==> config.mk <==
export PLATFORM = sky130hd
export DESIGN_NAME = bus_arbiter
export DESIGN_NICKNAME = d
export VERILOG_FILES = /design/src/rtl/bus_arbiter.sv
export SDC_FILE = /design/constraint.sdc
export NUM_CORES = 1
export LEC_CHECK = 0
export CAP_MARGIN = 10
export CELL_PAD_IN_SITES_DETAIL_PLACEMENT = 1
export CELL_PAD_IN_SITES_GLOBAL_PLACEMENT = 1
export CORE_AREA = 2 2 118 120
export DETAILED_ROUTE_END_ITERATION = 10
export DIE_AREA = 0 0 120 122
export DONT_BUFFER_PORTS = 1
export PLACE_DENSITY_LB_ADDON = 0.1
export SYNTH_ARGS = -nofsm -noshare
export SYNTH_HDL_FRONTEND = slang
export SYNTH_SLANG_ARGS = --single-unit
==> constraint.sdc <==
create_clock -name clk -period 5 [get_ports clk]
set_clock_uncertainty 0.2 [all_clocks]
set_input_delay 1.25 -clock clk [delete_from_list [all_inputs] [get_ports clk]]
set_output_delay 1.25 -clock clk [all_outputs]
set_load 0.01 [all_outputs]
==> src/rtl/bus_arbiter.sv <==
// bus_arbiter
// Shares one SRAM-style bus between the instruction-fetch port and the data
// port. One single-word transfer runs at a time. Each result is held in a
// per-port register until the owning pipeline stage advances, so that stage
// can pick it up late without issuing the access again.
//
// Ports
//   clk, rst           : clock; asynchronous active-high reset
//   stall_i[5:0]       : pipeline stall vector (bit1 = IF, bit4 = MEM)
//   flush_i            : pipeline flush
//   ibus_*_i / _o      : fetch request, address, instruction, stall request
//   dbus_*_i / _o      : data request, we, sel, address, store data,
//                        load data, stall request
//   bus_*_o / bus_*_i  : external bus strobe, we, sel, address, write data,
//                        read data, ack
//
// state | meaning
// IDLE  | no transfer; arbitrate between the pending ports
// DBUS  | data-port transfer on the bus, waiting for ack
// IBUS  | fetch transfer on the bus, waiting for ack
module bus_arbiter #(
  parameter bit DATA_FIRST = 1'b1
) (
  input  logic        clk,
  input  logic        rst,
  input  logic [5:0]  stall_i,
  input  logic        flush_i,
  input  logic        ibus_ce_i,
  input  logic [31:0] ibus_addr_i,
  output logic [31:0] ibus_data_o,
  output logic        ibus_stallreq_o,
  input  logic        dbus_ce_i,
  input  logic        dbus_we_i,
  input  logic [3:0]  dbus_sel_i,
  input  logic [31:0] dbus_addr_i,
  input  logic [31:0] dbus_data_i,
  output logic [31:0] dbus_data_o,
  output logic        dbus_stallreq_o,
  output logic        bus_stb_o,
  output logic        bus_we_o,
  output logic [3:0]  bus_sel_o,
  output logic [31:0] bus_addr_o,
  output logic [31:0] bus_data_o,
  input  logic [31:0] bus_data_i,
  input  logic        bus_ack_i
);

  typedef enum logic [1:0] {S_IDLE, S_DBUS, S_IBUS} state_t;

  state_t      state_q, state_d;
  logic        d_hold_q, d_hold_d;
  logic        i_hold_q, i_hold_d;
  logic        discard_q, discard_d;
  logic [31:0] d_rdata_q, d_rdata_d;
  logic [31:0] i_rdata_q, i_rdata_d;
  logic        stb_q, stb_d;
  logic        we_q, we_d;
  logic [3:0]  sel_q, sel_d;
  logic [31:0] addr_q, addr_d;
  logic [31:0] wdata_q, wdata_d;

  logic d_pend, i_pend;

  // Only the IF and MEM stall bits matter here.
  logic unused_stall;
  assign unused_stall = ^{stall_i[5], stall_i[3:2], stall_i[0]};

  assign d_pend = dbus_ce_i & ~d_hold_q & ~flush_i;
  assign i_pend = ibus_ce_i & ~i_hold_q & ~flush_i;

  always_comb begin
    state_d   = state_q;
    d_hold_d  = d_hold_q;
    i_hold_d  = i_hold_q;
    discard_d = discard_q;
    d_rdata_d = d_rdata_q;
    i_rdata_d = i_rdata_q;
    stb_d     = stb_q;
    we_d      = we_q;
    sel_d     = sel_q;
    addr_d    = addr_q;
    wdata_d   = wdata_q;

    // A hold flag lives until its stage advances or the pipeline flushes.
    if (!stall_i[4] || flush_i) d_hold_d = 1'b0;
    if (!stall_i[1] || flush_i) i_hold_d = 1'b0;

    case (state_q)
      S_IDLE: begin
        if (d_pend && (DATA_FIRST || !i_pend)) begin
          state_d = S_DBUS;
          stb_d   = 1'b1;
          we_d    = dbus_we_i;
          sel_d   = dbus_sel_i;
          addr_d  = dbus_addr_i;
          wdata_d = dbus_data_i;
        end else if (i_pend) begin
          state_d = S_IBUS;
          stb_d   = 1'b1;
          we_d    = 1'b0;
          sel_d   = 4'b1111;
          addr_d  = ibus_addr_i;
          wdata_d = 32'h0;
        end
      end
      S_DBUS, S_IBUS: begin
        // A transfer is never aborted; a flush only marks its result as dead.
        if (flush_i) discard_d = 1'b1;
        if (bus_ack_i) begin
          state_d = S_IDLE;
          stb_d   = 1'b0;
          we_d    = 1'b0;
          sel_d   = 4'b0000;
          // Flush on the ack edge itself also kills the result.
          if (discard_q || flush_i) begin
            discard_d = 1'b0;
          end else if (state_q == S_DBUS) begin
            d_rdata_d = bus_data_i;
            d_hold_d  = 1'b1;
          end else begin
            i_rdata_d = bus_data_i;
            i_hold_d  = 1'b1;
          end
        end
      end
      default: state_d = S_IDLE;
    endcase
  end

  always_ff @(posedge clk or posedge rst) begin
    if (rst) begin
      state_q   <= S_IDLE;
      d_hold_q  <= 1'b0;
      i_hold_q  <= 1'b0;
      discard_q <= 1'b0;
      d_rdata_q <= 32'h0;
      i_rdata_q <= 32'h0;
      stb_q     <= 1'b0;
      we_q      <= 1'b0;
      sel_q     <= 4'b0000;
      addr_q    <= 32'h0;
      wdata_q   <= 32'h0;
    end else begin
      state_q   <= state_d;
      d_hold_q  <= d_hold_d;
      i_hold_q  <= i_hold_d;
      discard_q <= discard_d;
      d_rdata_q <= d_rdata_d;
      i_rdata_q <= i_rdata_d;
      stb_q     <= stb_d;
      we_q      <= we_d;
      sel_q     <= sel_d;
      addr_q    <= addr_d;
      wdata_q   <= wdata_d;
    end
  end

  // Gated by rst so both stall requests drop the moment reset asserts.
  assign dbus_stallreq_o = dbus_ce_i & ~d_hold_q & ~flush_i & ~rst;
  assign ibus_stallreq_o = ibus_ce_i & ~i_hold_q & ~flush_i & ~rst;

  assign dbus_data_o = d_rdata_q;
  assign ibus_data_o = i_rdata_q;
  assign bus_stb_o   = stb_q;
  assign bus_we_o    = we_q;
  assign bus_sel_o   = sel_q;
  assign bus_addr_o  = addr_q;
  assign bus_data_o  = wdata_q;

endmodule

==> results of run 1 <==
flip-flops by register name, summed over array words and instances, names as in the netlist:
signal and flops:
dbus_data_o 32, bus_we_o 1, bus_data_o 32, bus_stb_o 1, d_hold_q 1, i_hold_q 1
ibus_data_o 32, bus_addr_o 32, discard_q 1, state_q 2, bus_sel_o 4
routing by layer:
metal | GRT usage [%] | vias up | part of all wire [%]
li1 | - | 1473 | -
met1 | 18.99 | 1666 | 35
met2 | 30.97 | 153 | 53
met3 | 8.755 | 12 | 11
met4 | 7.426 | 0 | 1.4
met5 | 0 | - | 0
through the flow:
stage	util [%]	setup WS (ns)
detailed placement	42.51	1.592
global placement	42.51	1.579
CTS	46.90	1.592
finish	46.90	1.589
floorplan	-	1.815
global route	46.90	1.501
layout make-up:
class / count / area (µm²) / area share (%)
Tap cell: 180 / 225.2 / 3.556
Timing Repair Buffer: 4 / 55.05 / 0.8692
Inverter: 5 / 22.52 / 0.3556
Multi-Input combinational cell: 243 / 1959 / 30.94
Clock inverter: 13 / 140.1 / 2.213
Sequential cell: 139 / 3478 / 54.92
Clock buffer: 19 / 452.9 / 7.151
synth_stat cells (all sizes together) (2+ instances only):
cell,n
nand2b,2
mux2i,32
nor2,6
ha,2
a21oi,5
inv,5
nand3b,2
buf,20
clkbuf,6
nor3,2
o21ai,37
nor2b,5
a22o,32
nand2,38
o21bai,5
a2bb2oi,3
dfrtp,139
mux2,64
worst min-delay path, cell delays in order, from the launching register on:
cell and delay, ns:
dfrtp_1 0.37, nand2_1 0.06, o21bai_1 0.05
path summary, 6_finish.rpt:
kind | startpoint | end | slack, ns | cells after the start
worst min-delay path | i_hold_q | i_hold_q | 0.32 | 2
worst max register to register | state_q[1] | bus_data_o[11] | 2.47 | 5
worst max-delay path | ibus_ce_i | ibus_stallreq_o | 1.59 | 3
max in group asynchronous | rst | state_q[1] | 2.96 | 2
worst min register to register | i_hold_q | i_hold_q | 0.32 | 2
min in group asynchronous | rst | bus_data_o[14] | 0.66 | 1
where the power goes:
part	leakage (nW)	switching, mW	internal, mW
Combinational	0.775	0.430	0.490
Sequential	1.73	0.685	1.68
Clock	0.294	0.472	0.764
kinds of logic (layout without fill, tap and decap cells):
| logic type | after synthesis | count (layout) |
|---|---|---|
| compound gates | 87 | 87 |
| flops | 139 | 139 |
| simple gates | 58 | 58 |
| buf+inv | 31 | 41 |
| mux | 96 | 96 |
| fa+ha+maj | 2 | 2 |
==> impl_metrics.tcl, run 1 <==
set metrics [dict create \
    status "finished clean" \
    cts_buffers 17 \
    stdcell_area_mm2 0.006334 \
    final_common_cell "dfrtp_1" \
    yosys.area.top_type "dfrtp_1" \
    clockBufferDepth 2 \
    dieArea_mm2 0.01464 \
    antenna_found_initial 0 \
    cp_num_buf_inv 0 \
    end_kind "output pin" \
    synth.area.mux_share_pct 18.56 \
    critPathMaxStageDelay_ns 0.29 \
    ys_seq_area_share_pct 62.03 \
    p_leak_nw 2.797 \
    crit_path_top_delay_cell "nor2b_1" \
    coreArea_mm2 0.01350 \
    synth_nets 560 \
    crit_chain "nor2b_1 -> nand2b_1 -> nor2_1" \
    yosys.area_share.simple_pct 4.998 \
    grt_overflow 0 \
    holdWs_ns 0.3202 \
    cts_root_buffer "clkbuf_16" \
    drive_above_1_share_pct 24.35 \
    clk_pin_slew_ns 0.05 \
    synth_xor_area_share_pct 0 \
    yosys_warnings 0 \
    p_total_mw 4.519 \
    fin_nets 557 \
    synth_area_mm2 0.005608 \
    async_flop_share_pct 100.0 \
    syn_to_final_growth_pct 12.94 \
    vias_per_cell 5.479 \
    power_density_mw_per_mm2 713.5 \
    synth_ff_type "dfrtp_1" \
    irDropWorstVdd_mv 0.2619 \
    cp_max_fo 3 \
    wl_um 13220 \
    place_area_mm2 0.005741 \
    cts_max_level 4 \
    cts_setup_buffers 0 \
    relSlewSlack_pct 19.60 \
    dieWidth_um 120 \
    rsz0062_at_grt "false" \
    synth_area_per_cell_um2 13.58 \
    cts_hold_buf 0 \
    start_util_pct 41.53 \
    hpwlAfterDp_um 9368 \
    gp_congestion 0.7118 \
    io_pins 281 \
    synth-adder-area-share_pct 0.4462 \
    hold_viol_final 0 \
    ys_seq_elements 139 \
    cts.sinks 139 \
    cts-resized-gates 0 \
    grt_max_degree 103 \
    synthCells 413 \
    maxCapViolCount 0 \
    synth_compound_area_share_pct 10.53 \
    die_y_um 122 \
    worst_ep_arrival_time_ns 1.96 \
    fillers 1382 \
    report.final.slew_viol_count 0 \
    worstSetupPathType "in -> out" \
    wl_per_cell_um 21.93 \
    tightest_slew_ns 1.206 \
    dp.cells 571 \
    first_iter_violations 130 \
    worstSetupStartpointType "input pin" \
    synth-edff-count 0 \
    antenna_cells 0 \
    grt_use_total_pct 18.04 \
    synth_top_cells_by_area "dfrtp_1, mux2_2, mux2i_1, a22o_1, o21ai_0" \
    via_count 3304 \
    drc 0 \
    antenna_left 0 \
    cts_tree "done" \
    synthDistinctLibCells 32 \
    worstPathRequired_ns 3.55 \
    crit_family "simple AND/OR/NAND/NOR gates" \
    post-route-min-period_ns 3.411 \
    clk-insertion-delay-late_ns 0.41 \
    fmax_ghz 0.2932 \
    first_pass_iters 4 \
    synth_top_cell_area_share_pct 62.03 \
    io_buffers 0 \
    setup_violations 0 \
    synth_top_family_by_area "multiplexers" \
    rows 43 \
    holdCritPathClass "reg -> reg" \
    finalCritPeriodShare_pct 68.22 \
    grt_pass1_wl_um 19750 \
    grt_pass1_vias 3491 \
    mostFrequentLayoutCells "dfrtp_1, mux2_2, nand2_1" \
    setup_tns_ns 0 \
    finalNonFillerCells 603 \
]
Power figures use the tool's default switching activity.
==> run 2: changes to the inputs <==
--- a/config.mk
+++ b/config.mk
@@ -8,9 +8,9 @@
 export CAP_MARGIN = 10
 export CELL_PAD_IN_SITES_DETAIL_PLACEMENT = 1
 export CELL_PAD_IN_SITES_GLOBAL_PLACEMENT = 1
-export CORE_AREA = 2 2 118 120
+export CORE_AREA = 2 2 112 114
 export DETAILED_ROUTE_END_ITERATION = 10
-export DIE_AREA = 0 0 120 122
+export DIE_AREA = 0 0 114 116
 export DONT_BUFFER_PORTS = 1
 export PLACE_DENSITY_LB_ADDON = 0.1
 export SYNTH_ARGS = -nofsm -noshare
==> constraint.sdc (replaced) <==
create_clock -name clk -period 3.4 [get_ports clk]
set_clock_uncertainty 0.2 [all_clocks]
set_input_delay 0.85 -clock clk [delete_from_list [all_inputs] [get_ports clk]]
set_output_delay 0.85 -clock clk [all_outputs]
set_load 0.01 [all_outputs]
==> impl_metrics.tcl, run 2 (synthesized netlist as in run 1, its figures left out) <==
set metrics [dict create \
    tightest_slew_ns 0.9976 \
    holdCritPathClass "in -> reg" \
    dieWidth_um 114 \
    setup_tns_ns 0 \
    cts.sinks 139 \
    cts_tree "done" \
    cts_setup_buffers 0 \
    maxCapViolCount 0 \
    syn_to_final_growth_pct 12.00 \
    finalCritPeriodShare_pct 76.24 \
    clkPwrFrac_pct 26.2 \
    rows 40 \
    cts_max_level 4 \
    fillers 1184 \
    rsz0062_at_grt "false" \
    worstSetupPathType "in -> out" \
    fmax_ghz 0.3858 \
    pre_cts_slack_ns 0.7851 \
    m1WireLength_um 4624 \
    grt_max_degree 103 \
    clk-insertion-delay-late_ns 0.42 \
    antenna_left 0 \
    critPathMaxStageDelay_ns 0.29 \
    regToRegEndpoint "ibus_data_o[7]" \
    grt_overflow 0 \
    drc 0 \
    post-route-min-period_ns 2.592 \
    irDropWorstVdd_mv 0.4336 \
    antenna_found_initial 1 \
    worstPathRequired_ns 2.35 \
    finalNonFillerCells 575 \
    crit_chain "nor2b_1 -> nand2b_1 -> nor2_1" \
    power_density_mw_per_mm2 1043 \
    crit_path_top_delay_cell "nor2b_1" \
    worst_ep_arrival_time_ns 1.54 \
    wl_per_cell_um 23.25 \
    io_pins 281 \
    cts_buffers 17 \
    cts_hold_buf 0 \
    die_y_um 116 \
    fin_util_pct 52.73 \
    wl_met2_um 6941 \
    min_to "discard_q" \
    setup_violations 0 \
    gp_congestion 0.7302 \
    first_iter_violations 162 \
    drive_above_1_share_pct 24.82 \
    grt_pass1_vias 3594 \
    seq_power_share_pct 53.0 \
    grt_use_total_pct 20.44 \
    holdWs_ns 0.3224 \
    coreArea_mm2 0.01191 \
    vias_per_cell 5.750 \
    clk_pin_slew_ns 0.05 \
    cts-resized-gates 0 \
    cp_max_fo 3 \
    first_pass_iters 4 \
    worstSetupStartpointType "input pin" \
    rrSetupSlack_ns 1.12 \
    fin_nets 562 \
    met3_wirelength_um 1513 \
    hpwlAfterDp_um 9399 \
    clockBufferDepth 2 \
    start_util_pct 47.08 \
    io_buffers 0 \
    hp-start "bus_ack_i" \
    mostFrequentLayoutCells "dfrtp_1, mux2_2, nand2_1" \
    grt_pass1_wl_um 19950 \
    dp.cells 543 \
    pwr-share-comb_pct 20.9 \
    via_count 3306 \
    power.switching_mw 2.322 \
    p_int_mw 4.227 \
    final_common_cell "dfrtp_1" \
    r2r-start "state_q[0]" \
    layout_setup_ws_ns 0.8079 \
    highest_layer "met4" \
    worstHoldPathCells 1 \
    wl_um 13370 \
    p_leak_nw 2.788 \
    end_kind "output pin" \
    status "finished clean" \
    r2r_cells 6 \
    dieArea_mm2 0.01322 \
    switching_share_pct 35.45 \
    relSlewSlack_pct 33.49 \
    cts_root_buffer "clkbuf_16" \
    hold_viol_final 0 \
    report.final.slew_viol_count 0 \
]
run 2: final cells by class:
type	count	area (µm²)	area share, %
tap	147	183.9	2.928
clock buffer	20	456.7	7.271
antenna	1	2.502	0.03984
clock inverter	11	97.59	1.554
inverter	5	22.52	0.3586
sequential	139	3478	55.38
timing repair buffer	9	80.08	1.275
multi-input combinational	243	1959	31.20
run 2: critical path, delay by kind of cell:
kind / cells / cell delay, ns
AND/OR/NAND/NOR: 3 / 0.69
run 2: through the flow:
stage	instance area [µm²]	total power, mW
2_1_floorplan	5612	4.429
3_3_place_gp	5724	4.789
3_5_place_dp	5724	4.899
4_1_cts	6279	6.646
5_1_grt	6281	6.961
6_report	6281	6.549
run 2: how the worst max path moves through the flow:
stage                    from              end  slack [ns]  cells after the start
floorplan                 rst    bus_addr_o[0]        0.61                      1
global placement    ibus_ce_i  ibus_stallreq_o        0.80                      3
detailed placement  ibus_ce_i  ibus_stallreq_o        0.79                      3
CTS                 ibus_ce_i  ibus_stallreq_o        0.78                      3
global route        ibus_ce_i  ibus_stallreq_o        0.72                      3
finish              ibus_ce_i  ibus_stallreq_o        0.81                      3
run 2: power groups by stage:
| stage | registers, mW | clock network, mW | logic, mW |
|---|---|---|---|
| finish | 3.47 | 1.71 | 1.37 |
| global placement | 3.49 | 0 | 1.30 |
| CTS | 3.50 | 1.76 | 1.39 |
| floorplan | 3.26 | 0 | 1.17 |
| global route | 3.58 | 1.83 | 1.55 |
| detailed placement | 3.51 | 0 | 1.39 |
run 2: routing by layer:
metal / GRT usage (%) / up-vias
li1: - / 1480
met1: 21.51 / 1640
met2: 34.72 / 165
met3: 10.41 / 21
met4: 8.699 / 0
met5: 0 / -
